## config.mk

```make
export PLATFORM = sky130hd
export DESIGN_NAME = adder_rr_sched_flat
export DESIGN_NICKNAME = d
export VERILOG_FILES = /design/src/rtl/adder_rr_sched_if.sv /design/src/rtl/adder_rr_sched.sv /design/src/flat_wrapper.sv
export SDC_FILE = /design/constraint.sdc
export NUM_CORES = 1
export LEC_CHECK = 0
export CORE_ASPECT_RATIO = 1.25
export CORE_MARGIN = 4
export CORE_UTILIZATION = 38
export DETAILED_ROUTE_END_ITERATION = 16
export PLACE_DENSITY = 0.93
export SETUP_SLACK_MARGIN = 0.2
export SLEW_MARGIN = 40
export SYNTH_ARGS = -nofsm -noshare
export SYNTH_HDL_FRONTEND = slang
export SYNTH_SLANG_ARGS = --single-unit
```

## constraint.sdc

```tcl
create_clock -name clk -period 3.8 [get_ports clk]
set_clock_uncertainty 0.15 [all_clocks]
set_input_delay 0.95 -clock clk [delete_from_list [all_inputs] [get_ports clk]]
set_output_delay 0.95 -clock clk [all_outputs]
set_load 0.02 [all_outputs]
```

## src/rtl/adder_rr_sched_if.sv

```systemverilog
// Bundle of request, shared-adder and response signals for adder_rr_sched.
// The scheduler takes the slave modport; the requesters, adder and consumer sit on the master side.
interface adder_rr_sched_if #(
    parameter int NREQ = 4,
    parameter int IDW  = 2
);
    logic [NREQ-1:0]    req_valid;
    logic [NREQ-1:0]    req_ready;
    logic [NREQ*16-1:0] req_a;
    logic [NREQ*16-1:0] req_b;
    logic [NREQ-1:0]    req_cin;
    logic [NREQ-1:0]    req_last;

    logic [15:0]        add_a;
    logic [15:0]        add_b;
    logic               add_cin;
    logic [15:0]        add_sum;
    logic               add_cout;

    logic               resp_valid;
    logic               resp_ready;
    logic [IDW-1:0]     resp_id;
    logic [15:0]        resp_sum;
    logic               resp_cout;
    logic               resp_last;

    logic               busy;

    modport slave (
        input  req_valid, req_a, req_b, req_cin, req_last,
        output req_ready,
        output add_a, add_b, add_cin,
        input  add_sum, add_cout,
        output resp_valid, resp_id, resp_sum, resp_cout, resp_last,
        input  resp_ready,
        output busy
    );

    modport master (
        output req_valid, req_a, req_b, req_cin, req_last,
        input  req_ready,
        input  add_a, add_b, add_cin,
        output add_sum, add_cout,
        input  resp_valid, resp_id, resp_sum, resp_cout, resp_last,
        output resp_ready,
        input  busy
    );
endinterface

```

## src/rtl/adder_rr_sched.sv

```systemverilog
// Round-robin scheduler sharing one external 16-bit adder between NREQ requesters,
// with operand (S1) and result (S2) registers and a held carry for multi-word adds.
module adder_rr_sched #(
    parameter int NREQ = 4,
    parameter int IDW  = 2
) (
    input  logic             clk,
    input  logic             rst_n,
    adder_rr_sched_if.slave  bus
);

    typedef enum logic {
        UNLOCKED = 1'b0,
        LOCKED   = 1'b1
    } lock_state_e;

    lock_state_e    lock_q;
    logic [IDW-1:0] lock_id_q;
    logic [IDW-1:0] rr_ptr_q;
    logic [IDW-1:0] rr_ptr_d;
    logic           carry_q;

    logic           s1_valid_q;
    logic [IDW-1:0] s1_id_q;
    logic [15:0]    s1_a_q;
    logic [15:0]    s1_b_q;
    logic           s1_cin_q;
    logic           s1_chain_q;
    logic           s1_last_q;

    logic           s2_valid_q;
    logic [IDW-1:0] s2_id_q;
    logic [15:0]    s2_sum_q;
    logic           s2_cout_q;
    logic           s2_last_q;

    logic           adv;
    logic           locked;
    logic [IDW-1:0] grant;
    logic           grant_vld;
    logic           accept;
    logic [IDW:0]   cand;

    assign adv    = !s2_valid_q | bus.resp_ready;
    assign locked = (lock_q == LOCKED);

    // Scan downward so the last hit is the first valid requester at or after rr_ptr.
    always_comb begin
        grant     = '0;
        grant_vld = 1'b0;
        cand      = '0;
        if (locked) begin
            grant     = lock_id_q;
            grant_vld = 1'b1;
        end else begin
            for (int k = NREQ - 1; k >= 0; k--) begin
                cand = {1'b0, rr_ptr_q} + (IDW+1)'(k);
                if (cand >= (IDW+1)'(NREQ)) begin
                    cand = cand - (IDW+1)'(NREQ);
                end
                if (bus.req_valid[cand[IDW-1:0]]) begin
                    grant     = cand[IDW-1:0];
                    grant_vld = 1'b1;
                end
            end
        end
    end

    always_comb begin
        bus.req_ready = '0;
        for (int i = 0; i < NREQ; i++) begin
            bus.req_ready[i] = rst_n & adv & grant_vld & (grant == IDW'(i))
                               & (locked | bus.req_valid[i]);
        end
    end

    assign accept   = |(bus.req_ready & bus.req_valid);
    assign rr_ptr_d = (grant == IDW'(NREQ - 1)) ? '0 : grant + IDW'(1);

    // Pipeline, lock FSM and inter-word carry share one register block.
    always_ff @(posedge clk or negedge rst_n) begin
        if (!rst_n) begin
            lock_q     <= UNLOCKED;
            lock_id_q  <= '0;
            rr_ptr_q   <= '0;
            carry_q    <= 1'b0;
            s1_valid_q <= 1'b0;
            s1_id_q    <= '0;
            s1_a_q     <= '0;
            s1_b_q     <= '0;
            s1_cin_q   <= 1'b0;
            s1_chain_q <= 1'b0;
            s1_last_q  <= 1'b0;
            s2_valid_q <= 1'b0;
            s2_id_q    <= '0;
            s2_sum_q   <= '0;
            s2_cout_q  <= 1'b0;
            s2_last_q  <= 1'b0;
        end else begin
            if (adv) begin
                s2_valid_q <= s1_valid_q;
                if (s1_valid_q) begin
                    s2_id_q   <= s1_id_q;
                    s2_sum_q  <= bus.add_sum;
                    s2_cout_q <= bus.add_cout;
                    s2_last_q <= s1_last_q;
                    carry_q   <= bus.add_cout;
                end
                s1_valid_q <= accept;
                if (accept) begin
                    s1_id_q    <= grant;
                    s1_a_q     <= bus.req_a[{grant, 4'b0000} +: 16];
                    s1_b_q     <= bus.req_b[{grant, 4'b0000} +: 16];
                    s1_cin_q   <= bus.req_cin[grant];
                    s1_chain_q <= locked;
                    s1_last_q  <= bus.req_last[grant];
                end
            end
            if (accept) begin
                if (bus.req_last[grant]) begin
                    lock_q   <= UNLOCKED;
                    rr_ptr_q <= rr_ptr_d;
                end else begin
                    lock_q    <= LOCKED;
                    lock_id_q <= grant;
                end
            end
        end
    end

    // A continuation word picks up its carry only when it reaches the adder,
    // by which time the previous word's carry-out has landed in carry_q.
    assign bus.add_a   = s1_a_q;
    assign bus.add_b   = s1_b_q;
    assign bus.add_cin = s1_chain_q ? carry_q : s1_cin_q;

    assign bus.resp_valid = s2_valid_q;
    assign bus.resp_id    = s2_id_q;
    assign bus.resp_sum   = s2_sum_q;
    assign bus.resp_cout  = s2_cout_q;
    assign bus.resp_last  = s2_last_q;

    assign bus.busy = s1_valid_q | s2_valid_q | locked;

endmodule

```

## src/flat_wrapper.sv

```systemverilog
// flat-port wrapper written by rule: the top's interface ports become plain ports
module adder_rr_sched_flat 
#(
    parameter int NREQ = 4,
    parameter int IDW  = 2
)
  (clk, rst_n, bus_req_valid, bus_req_a, bus_req_b, bus_req_cin, bus_req_last, bus_req_ready, bus_add_a, bus_add_b, bus_add_cin, bus_add_sum, bus_add_cout, bus_resp_valid, bus_resp_id, bus_resp_sum, bus_resp_cout, bus_resp_last, bus_resp_ready, bus_busy);
  adder_rr_sched_if #(.NREQ(NREQ), .IDW(IDW)) bus_i ();
  input  logic clk;
  input  logic rst_n;
  input wire logic [$bits(bus_i.req_valid)-1:0] bus_req_valid;
  input wire logic [$bits(bus_i.req_a)-1:0] bus_req_a;
  input wire logic [$bits(bus_i.req_b)-1:0] bus_req_b;
  input wire logic [$bits(bus_i.req_cin)-1:0] bus_req_cin;
  input wire logic [$bits(bus_i.req_last)-1:0] bus_req_last;
  output wire logic [$bits(bus_i.req_ready)-1:0] bus_req_ready;
  output wire logic [$bits(bus_i.add_a)-1:0] bus_add_a;
  output wire logic [$bits(bus_i.add_b)-1:0] bus_add_b;
  output wire logic [$bits(bus_i.add_cin)-1:0] bus_add_cin;
  input wire logic [$bits(bus_i.add_sum)-1:0] bus_add_sum;
  input wire logic [$bits(bus_i.add_cout)-1:0] bus_add_cout;
  output wire logic [$bits(bus_i.resp_valid)-1:0] bus_resp_valid;
  output wire logic [$bits(bus_i.resp_id)-1:0] bus_resp_id;
  output wire logic [$bits(bus_i.resp_sum)-1:0] bus_resp_sum;
  output wire logic [$bits(bus_i.resp_cout)-1:0] bus_resp_cout;
  output wire logic [$bits(bus_i.resp_last)-1:0] bus_resp_last;
  input wire logic [$bits(bus_i.resp_ready)-1:0] bus_resp_ready;
  output wire logic [$bits(bus_i.busy)-1:0] bus_busy;
  assign bus_i.req_valid = bus_req_valid;
  assign bus_i.req_a = bus_req_a;
  assign bus_i.req_b = bus_req_b;
  assign bus_i.req_cin = bus_req_cin;
  assign bus_i.req_last = bus_req_last;
  assign bus_req_ready = bus_i.req_ready;
  assign bus_add_a = bus_i.add_a;
  assign bus_add_b = bus_i.add_b;
  assign bus_add_cin = bus_i.add_cin;
  assign bus_i.add_sum = bus_add_sum;
  assign bus_i.add_cout = bus_add_cout;
  assign bus_resp_valid = bus_i.resp_valid;
  assign bus_resp_id = bus_i.resp_id;
  assign bus_resp_sum = bus_i.resp_sum;
  assign bus_resp_cout = bus_i.resp_cout;
  assign bus_resp_last = bus_i.resp_last;
  assign bus_i.resp_ready = bus_resp_ready;
  assign bus_busy = bus_i.busy;
  adder_rr_sched #(.NREQ(NREQ), .IDW(IDW)) u_core (.clk(clk), .rst_n(rst_n), .bus(bus_i));
endmodule
```

# After elaboration in Yosys (flattened, before gate mapping)
# Cells that the tools add are included.
[op_classes] n_addsub=8 order_cmp=9 n_eq_ne=3 shifts=2 mux=33 n_bitwise=19 n_reduce_logical=7
[ops] cell="$shiftx A64 B7 Y16" count=2
[ops] cell="$mux W2" count=14
[ops] cell="$lt A2 B3 Y1 const B" count=5
[ops] cell="$mux W1" count=13
[ops] cell="$bmux W1 S2" count=6
[ops] cell="$and A1 B1 Y1" count=10
[ops] cell="$ge A3 B3 Y1 const B" count=3
[ops] cell="$reduce_and A2 Y1" count=4
[ops] cell="$sub A2 B1 Y2 const B" count=4
[ops] cell="$or A1 B1 Y1" count=7
[ops] cell="$add A2 B2 Y3 const B" count=2
[ops] cell="$and A4 B4 Y4" count=1
[ops] cell="$eq A2 B2 Y1 const B" count=2
[ops] cell="$reduce_or A4 Y1" count=1
[ops] cell="$add A2 B1 Y3 const B" count=1
[ops] cell="$ge A2 B3 Y1 const B" count=1
[ops] cell="$add A2 B1 Y2 const B" count=1
[ops] cell="$eq A2 B1 Y1 const B" count=1
[ops] cell="$logic_not A2 Y1" count=1
[ops] cell="$logic_not A1 Y1" count=1
[ops] cell="$not A1 Y1" count=1
[totals] regBits=64 input_bits=160 out_inout_bits=59 wordCells=96

# Logic depth before layout (Yosys ltp)
[logic_depth] depth_word=17 depth_mapped=13 ltp_nobuf=9

# Worst setup path before layout
# Ideal clock, no wire load.
[synth_path] path_type="input -> output" start="in bus_req_valid[0]" end="out bus_req_ready[3]" arrival_time_ns=2.561 t_required_ns=2.700 setup_slack_ns=0.139 cell_stages=8 n_path_buf=2 path_cell_list="nor2b_1 > o31a_1 > a21oi_1 > clkbuf_1 > clkbuf_1 > ha_1 > o21ai_0 > nor2_1"
[synth_between] elab_chain_cells=10 elab_cells_between_ends=22 classes_between="eq/ne (1); mux (18); bitwise (3)"
[synth_lines] element="start, declared" line="flat_wrapper.sv:11" text="input wire logic [$bits(bus_i.req_valid)-1:0] bus_req_valid;"
[synth_lines] element="$bmux W1 S2" line="adder_rr_sched.sv:61" text="if (bus.req_valid[cand[IDW-1:0]]) begin"
[synth_lines] element="$mux W1 (not written as such)" line="adder_rr_sched.sv:61"
[synth_lines] element="$mux W2 or $mux W1 (tied branches) (4 in series)" line="adder_rr_sched.sv:61"
[synth_lines] element="$mux W2 or $mux W1 (tied branches)" line="adder_rr_sched.sv:52" text="if (locked) begin"
[synth_lines] element="$eq A2 B2 Y1 or $and A1 B1 Y1 (tied branches)" line="adder_rr_sched.sv:72" text="bus.req_ready[i] = rst_n & adv & grant_vld & (grant == IDW'(i))"
[synth_lines] element="$and A1 B1 Y1 *" line="adder_rr_sched.sv:72"
[synth_lines] element="$and A1 B1 Y1 *" line="adder_rr_sched.sv:73" text="& (locked | bus.req_valid[i]);"
[synth_lines] element="end, declared" line="flat_wrapper.sv:16" text="output wire logic [$bits(bus_i.req_ready)-1:0] bus_req_ready;"
# Mark *: on every way between the ends. The rest lies on a longest branch, timed or not. The select of a mux whose other input is x is not followed.

# Worst setup path after layout
[layout_path] start="in bus_req_valid[1]" end="out bus_req_ready[3]"
# Same word-level chain as after synthesis.

==> results.toml <==
[clock_tree]
cts_tree = "done"
clockBufferDepth = 2
cts_root_buf = "clkbuf_16"
clkLatencyLatePin_ns = 0.33
cts_made_buffers = 9
path_clk_slew_ns = 0.05
cts_sinks = 64
htree_levels = 3

[power_and_ir_drop]
p_seq_share_pct = 26.0
p_int_uw = 2680
cellLeakagePower_uw = 0.00279
comb_power_share_pct = 57.9
swShare_pct = 42.2
max-vdd-ir-drop_mv = 0.298
clkPwrFrac_pct = 16.1
p_switching_uw = 1950
p_per_area_mw_per_mm2 = 741
power_uw = 4630

[critical_path]
critical_path_arrival_ns = 2.45
path_class = "primary input to output port"
startpoint_type = "primary input"
endpoint_kind = "output port"
critPathMaxFanout = 4
cp.required_ns = 2.70

[global_route]
overflow = 0
grt_pass1_vias = 3995
antenna_found_initial = 0
grt_max_degree = 72
grtUsageTotal_pct = 20.8
grt_pass1_wl_mm = 18.1

[placement]
dp_hpwl_mm = 9.23
finalWeightedCongestion = 0.878
portBuffers = 218

[timing]
rsz0062_at_grt = "true"
finalSetupViolCount = 0
hold_viol_final = 0
tightest_slew_ns = 0.725
finalMaxSlewViolations = 0
fin_setup_tns_ns = 0
fmax_mhz = 282
finalCriticalPeriod_ns = 3.55
timing.hold.ws_ns = 0.325
slew_headroom_pct = 51.7
period_share_pct = 93.4

[min_path]
min_path_type = "flip-flop to flip-flop"

[drt]
ant_nets = 0
remaining_drc_errors = 0
drt_iter0_drc = 131
vias = 4071
firstDrtPassIters = 5
routed_wl_mm = 11.9
wire_per_inst_um = 14.6
viasPerCell = 4.97

[synth]
yosysTopAreaCellShare_pct = 44.2
yosysTopAreaCell = "dfrtp_1"
synth_nets = 637
synth.distinct_cells = 36
ys_warn_count = 0
synth.most_common_cell = "nand2_1"
synth_edf_count = 0
avgSynthCellArea_um2 = 7.60
synth_area_leaders = "dfrtp_1 (44%), nand2_1 (22%), o21ai_0 (9.3%), mux2_2 (6.8%), nand3_1 (4.6%)"
yosys-top-cells-count = "nand2_1 (210), o21ai_0 (67), dfrtp_1 (64)"
syn_inst = 476
yosysSeqAreaShare_pct = 44.2
synth_flop_cell = "dfrtp_1"
synth-async-reset-ratio_pct = 100
synth_seq_cells = 64
syn-cell-area_mm2 = 0.00362

[die]
io_pins = 219
die_h_um = 117
coreArea_mm2 = 0.00922
rows = 39
die-area_mm2 = 0.0112
die_w_um = 95.3
start_util_pct = 39.2

[cells_and_area]
regArea_mm2 = 0.00160
final_net_count = 852
syn2layout_area_growth_pct = 72.6
multi_input_area_mm2 = 0.00189
drive_above_1_share_pct = 10.8
n_antenna_cell = 0
fillCellCount = 702

[flow_run]
cap_violations = 0

[run_status]
status = "complete, no violations"
## layout by cell type, fill, tap and decap left out, types with 3 or more instances in the layout
master	instances
nand2_1	210
clkdlybuf4s50_1	209
o21ai_0	67
dfrtp_1	64
nand3_1	33
mux2_2	22
buf_4	20
clkbuf_16	9
a21oi_1	4
clkinv_2	4
buf_2	4
mux2i_1	3
o21ai_1	3
## worst max-delay path, cell delays in order
cell	delay [ns]
dlygate4sd2_1	0.27
buf_4	0.15
o211ai_1	0.21
nand2_1	0.13
a21oi_4	0.19
ha_1	0.20
o21ai_0	0.11
nor2_2	0.09
buf_4	0.14
## cells by family after synthesis
family                   synth area share, %
AND/OR/NAND/NOR                         28.7
AO/OA/AOI/OAI                           13.5
flip-flops                              44.2
buffers and inverters                   4.32
multiplexers                            8.81
adder cells (fa/ha/maj)                0.346
## power groups by stage
stage,logic [uW],registers (uW),clock network [uW]
final,2680,1200,745
after global routing,2960,1240,788
after CTS,2700,1200,760
after detailed placement,2690,1210,0
after global placement,2620,1180,0
after floorplan,1260,1500,0
## through the flow
stage,setup slack [ns],instances,utilization [%],area [um2]
detailed placement,-0.417,800,64.6,5950
CTS,0.211,817,67.5,6220
global route,0.151,819,67.8,6250
floorplan,0.205,476,-,3630
global placement,-0.290,800,64.6,5950
finish,0.252,819,67.8,6250
## layout make-up
type | count | share of cell area [%]
clock buffers | 10 | 3.82
clock inverters | 6 | 0.561
inverters | 3 | 0.180
multi-input cells | 375 | 30.3
flip-flops and latches | 64 | 25.6
well taps | 123 | 2.46
repair buffers | 238 | 37.1
## per-layer routing
metal	global-route usage [%]	vias up	wire length (um)
met1	21.5	1875	4300
met3	3.84	26	863
li1	-	2002	-
met4	11.0	0	366
met2	39.1	168	6420
met5	0	-	0
## flip-flops by register name (all words and copies together), names as in the netlist
register               cells
u_core.s1_chain_q          1
u_core.s1_id_q             2
u_core.s1_valid_q          1
u_core.bus.resp_id         2
u_core.bus.resp_sum       16
u_core.s1_last_q           1
u_core.bus.resp_valid      1
u_core.rr_ptr_q            2
u_core.lock_q              1
u_core.lock_id_q           2
u_core.bus.resp_last       1
u_core.bus.add_b          16
u_core.bus.add_a          16
u_core.s1_cin_q            1
u_core.carry_q             1
## worst paths after layout
path                                           from                    end  slack (ns)  cells past startpoint
worst max-delay path               bus_req_valid[1]       bus_req_ready[3]        0.25                      9
worst min-delay path            u_core.bus.add_a[9]    u_core.bus.add_a[9]        0.33                      2
worst max register to register   u_core.rr_ptr_q[1]     u_core.rr_ptr_q[0]        0.92                     10
min in group asynchronous                     rst_n  u_core.bus.resp_valid        0.54                      2
max in group asynchronous                     rst_n    u_core.bus.add_a[6]        2.49                      2
worst min register to register  u_core.bus.add_a[9]    u_core.bus.add_a[9]        0.33                      2
## what timing repair did
action                                 4_1_cts  5_1_grt
hold buffers                                 0        0
buffers inserted                             1        2
resized for setup                           23        3
pin swaps                                    1        4
endpoints found under the hold margin        0        0
setup endpoints to repair                   40        7
Note: power is estimated with default switching activity, not from simulation.
